**config.mk**
```make
export PLATFORM = sky130hd
export DESIGN_NAME = i2c_dac_transmitter_flat
export DESIGN_NICKNAME = d
export VERILOG_FILES = /design/src/rtl/i2c_dac_transmitter_if.sv /design/src/rtl/i2c_dac_transmitter.sv /design/src/flat_wrapper.sv
export SDC_FILE = /design/constraint.sdc
export NUM_CORES = 1
export LEC_CHECK = 0
export CELL_PAD_IN_SITES_DETAIL_PLACEMENT = 1
export CELL_PAD_IN_SITES_GLOBAL_PLACEMENT = 1
export CORE_ASPECT_RATIO = 0.6
export CORE_MARGIN = 3
export CORE_UTILIZATION = 45
export DETAILED_ROUTE_END_ITERATION = 16
export PLACE_DENSITY = 0.92
export SLEW_MARGIN = 5
export SYNTH_ARGS = -nofsm -noshare
export SYNTH_HDL_FRONTEND = slang
export SYNTH_SLANG_ARGS = --single-unit
```
**constraint.sdc**
```tcl
create_clock -name clk -period 5.1 [get_ports clk]
set_clock_uncertainty 0.05 [all_clocks]
set_input_delay 0.51 -clock clk [delete_from_list [all_inputs] [get_ports clk]]
set_output_delay 0.51 -clock clk [all_outputs]
set_load 0.05 [all_outputs]
```
**src/rtl/i2c_dac_transmitter_if.sv**
```systemverilog
// i2c_dac_transmitter_if: sample handshake, status flags and open-drain I2C enables
//   sample/sample_valid/sample_ready/busy : one-sample-per-transaction handshake
//   done/nack_error                       : transaction end pulse and missing-ACK flag
//   scl_oe/sda_oe                         : 1 = pull line low, 0 = release
//   sda_i                                 : SDA pad level seen by the transmitter
interface i2c_dac_transmitter_if;
    logic [7:0] sample;
    logic       sample_valid;
    logic       sample_ready;
    logic       busy;
    logic       done;
    logic       nack_error;
    logic       scl_oe;
    logic       sda_oe;
    logic       sda_i;
    modport master (
        output sample, sample_valid, sda_i,
        input  sample_ready, busy, done, nack_error, scl_oe, sda_oe
    );
    modport slave (
        input  sample, sample_valid, sda_i,
        output sample_ready, busy, done, nack_error, scl_oe, sda_oe
    );
endinterface

```
**src/rtl/i2c_dac_transmitter.sv**
```systemverilog
// i2c_dac_transmitter: writes each accepted sample to an I2C DAC as address, control, data bytes
//   clk, reset : system clock, synchronous active-high reset
//   bus        : slave side of i2c_dac_transmitter_if (handshake, status, SCL/SDA enables)
module i2c_dac_transmitter #(
    parameter int         CLK_DIV   = 4,
    parameter logic [6:0] DEV_ADDR  = 7'h48,
    parameter logic [7:0] CTRL_BYTE = 8'h40
) (
    input logic clk,
    input logic reset,
    i2c_dac_transmitter_if.slave bus
);
    localparam int DW = CLK_DIV > 1 ? $clog2(CLK_DIV) : 1;
    typedef enum logic [2:0] {IDLE, START, BIT, ACK, STOP} state_t;
    state_t      state, state_n;
    logic [DW-1:0] div;
    logic [1:0]  q, q_n;
    logic [2:0]  bit_cnt, bit_n;
    logic [1:0]  byte_idx, byte_n;
    logic [7:0]  data_q, cur_byte;
    logic        nack_q, nack_n, done_q, done_n, scl_q, scl_n, sda_q, sda_n;
    logic        tick, accept;

    assign accept           = state == IDLE && bus.sample_valid;
    assign tick             = state != IDLE && div == DW'(CLK_DIV - 1);
    assign bus.sample_ready = state == IDLE;
    assign bus.busy         = state != IDLE;
    assign bus.done         = done_q;
    assign bus.nack_error   = nack_q;
    assign bus.scl_oe       = scl_q;
    assign bus.sda_oe       = sda_q;

    always_ff @(posedge clk) begin
        if (reset) begin
            state    <= IDLE;
            q        <= '0;
            bit_cnt  <= '0;
            byte_idx <= '0;
            div      <= '0;
            nack_q   <= 1'b0;
            done_q   <= 1'b0;
            scl_q    <= 1'b0;
            sda_q    <= 1'b0;
        end else begin
            state    <= state_n;
            q        <= q_n;
            bit_cnt  <= bit_n;
            byte_idx <= byte_n;
            div      <= (state == IDLE || tick) ? '0 : div + DW'(1);
            nack_q   <= nack_n;
            done_q   <= done_n;
            scl_q    <= scl_n;
            sda_q    <= sda_n;
        end
    end

    always_ff @(posedge clk)
        if (accept) data_q <= bus.sample;

    // Byte and bit that will be on the bus after this edge; the line enables
    // are registered from the next state so they change with the slot itself.
    assign cur_byte = byte_n == 2'd0 ? {DEV_ADDR, 1'b0} : byte_n == 2'd1 ? CTRL_BYTE : data_q;

    always_comb begin
        state_n = state;
        q_n     = tick ? q + 2'd1 : q;
        bit_n   = bit_cnt;
        byte_n  = byte_idx;
        nack_n  = nack_q;
        done_n  = 1'b0;
        case (state)
            IDLE: if (accept) begin
                state_n = START;
                nack_n  = 1'b0;
            end
            START: if (tick && q == 2'd3) begin
                state_n = BIT;
                bit_n   = '0;
                byte_n  = '0;
            end
            BIT: if (tick && q == 2'd3) begin
                if (bit_cnt == 3'd7) state_n = ACK;
                else bit_n = bit_cnt + 3'd1;
            end
            ACK: if (tick) begin
                if (q == 2'd2 && bus.sda_i) nack_n = 1'b1;
                if (q == 2'd3) begin
                    // A NACK or the final data ACK both end the frame.
                    if (nack_q || byte_idx == 2'd2) state_n = STOP;
                    else begin
                        state_n = BIT;
                        bit_n   = '0;
                        byte_n  = byte_idx + 2'd1;
                    end
                end
            end
            STOP: if (tick && q == 2'd3) begin
                state_n = IDLE;
                done_n  = 1'b1;
            end
            default: state_n = IDLE;
        endcase
        scl_n = (state_n == BIT || state_n == ACK) ? ~q_n[1] : state_n == STOP ? q_n == 2'd0 : 1'b0;
        sda_n = state_n == START ? q_n[1] : state_n == BIT ? ~cur_byte[~bit_n] :
                state_n == STOP ? ~q_n[1] : 1'b0;
    end
endmodule

```
**src/flat_wrapper.sv**
```systemverilog
// flat-port wrapper written by rule: the top's interface ports become plain ports
module i2c_dac_transmitter_flat 
#(
    parameter int         CLK_DIV   = 4,
    parameter logic [6:0] DEV_ADDR  = 7'h48,
    parameter logic [7:0] CTRL_BYTE = 8'h40
)
  (clk, reset, bus_sample, bus_sample_valid, bus_sda_i, bus_sample_ready, bus_busy, bus_done, bus_nack_error, bus_scl_oe, bus_sda_oe);
  i2c_dac_transmitter_if bus_i ();
  input logic clk;
  input logic reset;
  input wire logic [$bits(bus_i.sample)-1:0] bus_sample;
  input wire logic [$bits(bus_i.sample_valid)-1:0] bus_sample_valid;
  input wire logic [$bits(bus_i.sda_i)-1:0] bus_sda_i;
  output wire logic [$bits(bus_i.sample_ready)-1:0] bus_sample_ready;
  output wire logic [$bits(bus_i.busy)-1:0] bus_busy;
  output wire logic [$bits(bus_i.done)-1:0] bus_done;
  output wire logic [$bits(bus_i.nack_error)-1:0] bus_nack_error;
  output wire logic [$bits(bus_i.scl_oe)-1:0] bus_scl_oe;
  output wire logic [$bits(bus_i.sda_oe)-1:0] bus_sda_oe;
  assign bus_i.sample = bus_sample;
  assign bus_i.sample_valid = bus_sample_valid;
  assign bus_i.sda_i = bus_sda_i;
  assign bus_sample_ready = bus_i.sample_ready;
  assign bus_busy = bus_i.busy;
  assign bus_done = bus_i.done;
  assign bus_nack_error = bus_i.nack_error;
  assign bus_scl_oe = bus_i.scl_oe;
  assign bus_sda_oe = bus_i.sda_oe;
  i2c_dac_transmitter #(.CLK_DIV(CLK_DIV), .DEV_ADDR(DEV_ADDR), .CTRL_BYTE(CTRL_BYTE)) u_core (.clk(clk), .reset(reset), .bus(bus_i));
endmodule
```
Yosys cells after proc, flatten, opt, wreduce, memory -nomap -nowiden
Cells that the tools add are included.

Add/subtract/negate cells: 4. Order comparisons: 1. Equal/unequal tests: 17. Multiplexer cells: 36. Bitwise logic cells: 4. Reduce and logical (&&, ||, !) cells: 15.

Operator list (number): 2-to-1 mux 3 bit (14); 2-to-1 mux 8 bit (2); one-hot mux 3 bit (5 select lines) (1); equality test 3 x 2 -> 1 bit (second input constant) (4); 2-to-1 mux 1 bit (10); 2-to-1 mux 2 bit (5); equality test 3 bit (second input constant) (3); one-hot mux 3 bit (3 select lines) (1); equality test 2 bit (second input constant) (4); adder 2 x 1 -> 2 bit (second input constant) (3); equality test 3 x 1 -> 1 bit (second input constant) (2); != test 2 x 1 -> 1 bit (second input constant) (3); logical AND 1 bit (4); logical NOT 2 bit (2); < comparator 3 x 4 -> 1 bit (second input constant) (1); one-hot mux 2 bit (2 select lines) (1); AND reduction 4 bit (1); OR reduction 2 bit (2); adder 3 x 1 -> 3 bit (second input constant) (1); binary-select mux 1 bit (select 3 bit) (1); logical NOT 3 bit (1); logical OR 1 bit (3); inverter 1 bit (3); inverter 3 bit (1); other kinds (4) (4).

Register bits after elaboration: 24. Input port bits: 12. Output and inout bits: 6. Logic and storage cells: 87.

Longest topological paths before layout
Depth in word-level cells: 14. Depth in mapped cells: 10. Depth with buffers taken out: 8.

Least setup slack after synthesis
OpenSTA, ideal clock, no wires.

Path kind: register -> output. Start point: register u_core.state[1]. End point: output port bus_busy. Arrival time: 2414 ps. Required time: 4540 ps. Path slack: 2126 ps. Stages on the path, launching flop included: 4. Buffers on the path: 1. Cell sequence: dfxtp_1 -> clkbuf_1 -> nor3_1 -> inv_1.

Longest elaborated chain between the ends: 1.

RTL lines: from (decl) (line i2c_dac_transmitter.sv:15) `state_t state, state_n;`; from (signal assigned) (line i2c_dac_transmitter.sv:45) `state <= state_n;`; nonzero test 3 bit (line i2c_dac_transmitter.sv:27) `assign bus.busy = state != IDLE;`; to (decl) (line flat_wrapper.sv:16) `output wire logic [$bits(bus_i.busy)-1:0] bus_busy;`.

No other way between the ends.

Final worst setup path
Start point: register u_core.state[1]. End point: output port bus_sample_ready.

Longest elaborated chain between the ends: 1.

RTL lines: logical NOT 3 bit (line i2c_dac_transmitter.sv:26) `assign bus.sample_ready = state == IDLE;`; to (decl) (line flat_wrapper.sv:15) `output wire logic [$bits(bus_i.sample_ready)-1:0] bus_sample_ready;`.

No other way between the ends.

==> metrics <==
CP delay by family, top=buffers and inverters; Post-synth EDFFs=8; drt first-iter violations=90; post-CTS setup buffer count=0; Synth area leader=dfxtp_1; Seq pwr share=0.510; top cells by count, synth=dfxtp_1, nor2_1, nand2_1; CTS resizes=0; critical path class=register to output port; switching power of the nets=about 0.000085 W; Fillers=316; Die X-Extent=roughly 77 um; Ys Warns=0; CTS clk-pin slew, worst paths=roughly 90 ps; fraction of layout cells with a size suffix above 1=0.0633; setup violators final=0; metal3 WL=291 um; post-route cell area=approximately 1600 um^2; Area after DPL=1540 um^2; antenna-violating nets left=0; TritonCTS Buffers=3; Req. time, crit path=4540 ps; max-capacitance violation count=0; final setup margin=2280 ps; largest net degree at the start of global routing=15; dominant cell by count in the synthesized netlist=dfxtp_1; Final Hold Vio Count=0; slowest stage cell, crit path=clkdlybuf4s50_1; internal power=0.000320 W; Core Area=2700 um^2; number of global-route vias before repair=1214; DRC viols=0; DP Cell Count=194; largest cells by area after synthesis=dfxtp_1, edfxtp_1, mux2i_1; Final GP Congestion=0.917; Avg Inst Size Synth=9.47 um^2; Area Growth Syn to Fin=17.2%; GR Overflow Total=0; Crit path arrival time=2260 ps; Post-synth ARST share=0; Sw Ratio=0.210; die height=48.8 um; Die ar.=~3800 um^2; final net count=176; ys flop type=dfxtp_1; 1st-pass router iterations=4; Initial Util=0.509; Setup TNS=0 ps; Routed met2 length=1710 um; worst slack, placed=around 2600 ps; fmax=354 MHz; Routed wire per std cell=19.8 um; CP max FO=13; CTS max path bufs=2; Ant. Diodes=0; Yosys top cell area share=0.233; CTS sink count=24; I/O pins=18; worst slew pin tran=between 600 and 700 ps; initial antenna violation count=0; nature of the critical path startpoint=register; count of final max-slew check failures=0; Gate Count Post-Synth=between 100 and 150; IO buf count=17; CP max stage delay=930 ps; power share of the clock group=0.425; GRT Overall Usage=0.217; WP buf/inv=1; Skew-Pair Late Insertion Delay=270 ps; Comb pwr share=0.064; root buf cell=clkbuf_8; Post-Syn Nets=162; Final period util=0.553; total power=0.000405 W; DR vias=1192; Yosys reg bits=24; first-pass GRT wire length=6350 um; standard-cell rows=14; Pleak=0.602 nW; Rel. slew slack=0.573; hold_buf cts=0; Cell Count, Final, Fillers Out=198; CP cell instances=nor3_1 > clkdlybuf4s50_1; RSZ-0062 raised after global routing=false; Critical Path Sink Type=output port; Vias/cell=6.02; H-tree depth=1; crit path time final=2820 ps; CTS tree=done; Routed WL=between 3000 and 4000 um; hpwl dp=2880 um; post-synthesis sequential area ratio=0.408; Post-Synthesis Cell Area=1370 um^2; run status=completed; max layer used=met4; Netlist cell types=47; hold crit path type=register to register; wl on met1=1850 um; Pwr Density=251 nW/um^2; Max VDD drop=0.206 mV
flip-flops by register name, indices dropped and copies added (netlist names):
| register | cells |
|---|---|
| u_core.bit_cnt | 3 |
| u_core.bus.done | 1 |
| u_core.bus.nack_error | 1 |
| u_core.bus.scl_oe | 1 |
| u_core.bus.sda_oe | 1 |
| u_core.byte_idx | 2 |
| u_core.data_q | 8 |
| u_core.div | 2 |
| u_core.q | 2 |
| u_core.state | 3 |
cells by family after synthesis:
logic type      after synthesis  synth area share
fa+ha+maj                     5            0.0456
buf+inv                      18            0.0675
xor+xnor                      2            0.0128
simple gates                 58             0.228
flops                        24             0.408
compound gates               28             0.164
mux                          10            0.0738
final timing paths:
check / startpoint / end / slack, ps / cells past startpoint
hold / removal: u_core.div[0] / u_core.div[0] / 390 / 1
setup reg to reg: u_core.state[1] / u_core.bus.sda_oe / 2450 / 6
setup / recovery: u_core.state[1] / bus_sample_ready / 2280 / 2
hold reg to reg: u_core.div[0] / u_core.div[0] / 390 / 1
metal layers:
metal / global-route usage / vias up
met3: 0.0756 / 9
met4: 0.0710 / 0
li1: - / 556
met1: 0.288 / 577
met5: 0 / -
met2: 0.331 / 50
placed cells by master (no fill, tap or decap), types with 4 or more instances in the layout:
cell,instances
clkdlybuf4s50_1,17
dfxtp_1,16
nor2_1,14
nand2_1,13
inv_1,10
mux2i_1,9
edfxtp_1,8
nor3_1,6
a21oi_1,6
ha_1,5
and2_1,4
nand2b_1,4
per-stage QoR:
stage	hold WS, ps	util
finish	394	0.596
global route	437	0.596
CTS	393	0.596
detailed placement	375	0.570
global placement	364	0.570
floorplan	354	-
area by class of cell:
type / count / area [um^2] / area share
flip-flops and latches: 24 / 561 / 0.348
inverters: 10 / 37.5 / 0.0233
repair buffers: 17 / 170 / 0.106
multi-input cells: 103 / 719 / 0.447
clock buffers: 3 / 41.3 / 0.0257
well taps: 40 / 50.0 / 0.0311
clock inverters: 1 / 30.0 / 0.0187
power groups by stage:
stage               logic [W]  registers [W]  clock network (W)
finish              0.0000260       0.000207           0.000172
global route        0.0000281       0.000207           0.000182
CTS                 0.0000259       0.000206           0.000172
detailed placement  0.0000256       0.000211                  0
global placement    0.0000249       0.000210                  0
floorplan           0.0000135       0.000209                  0
No activity file was read; power rests on OpenSTA's default activity.
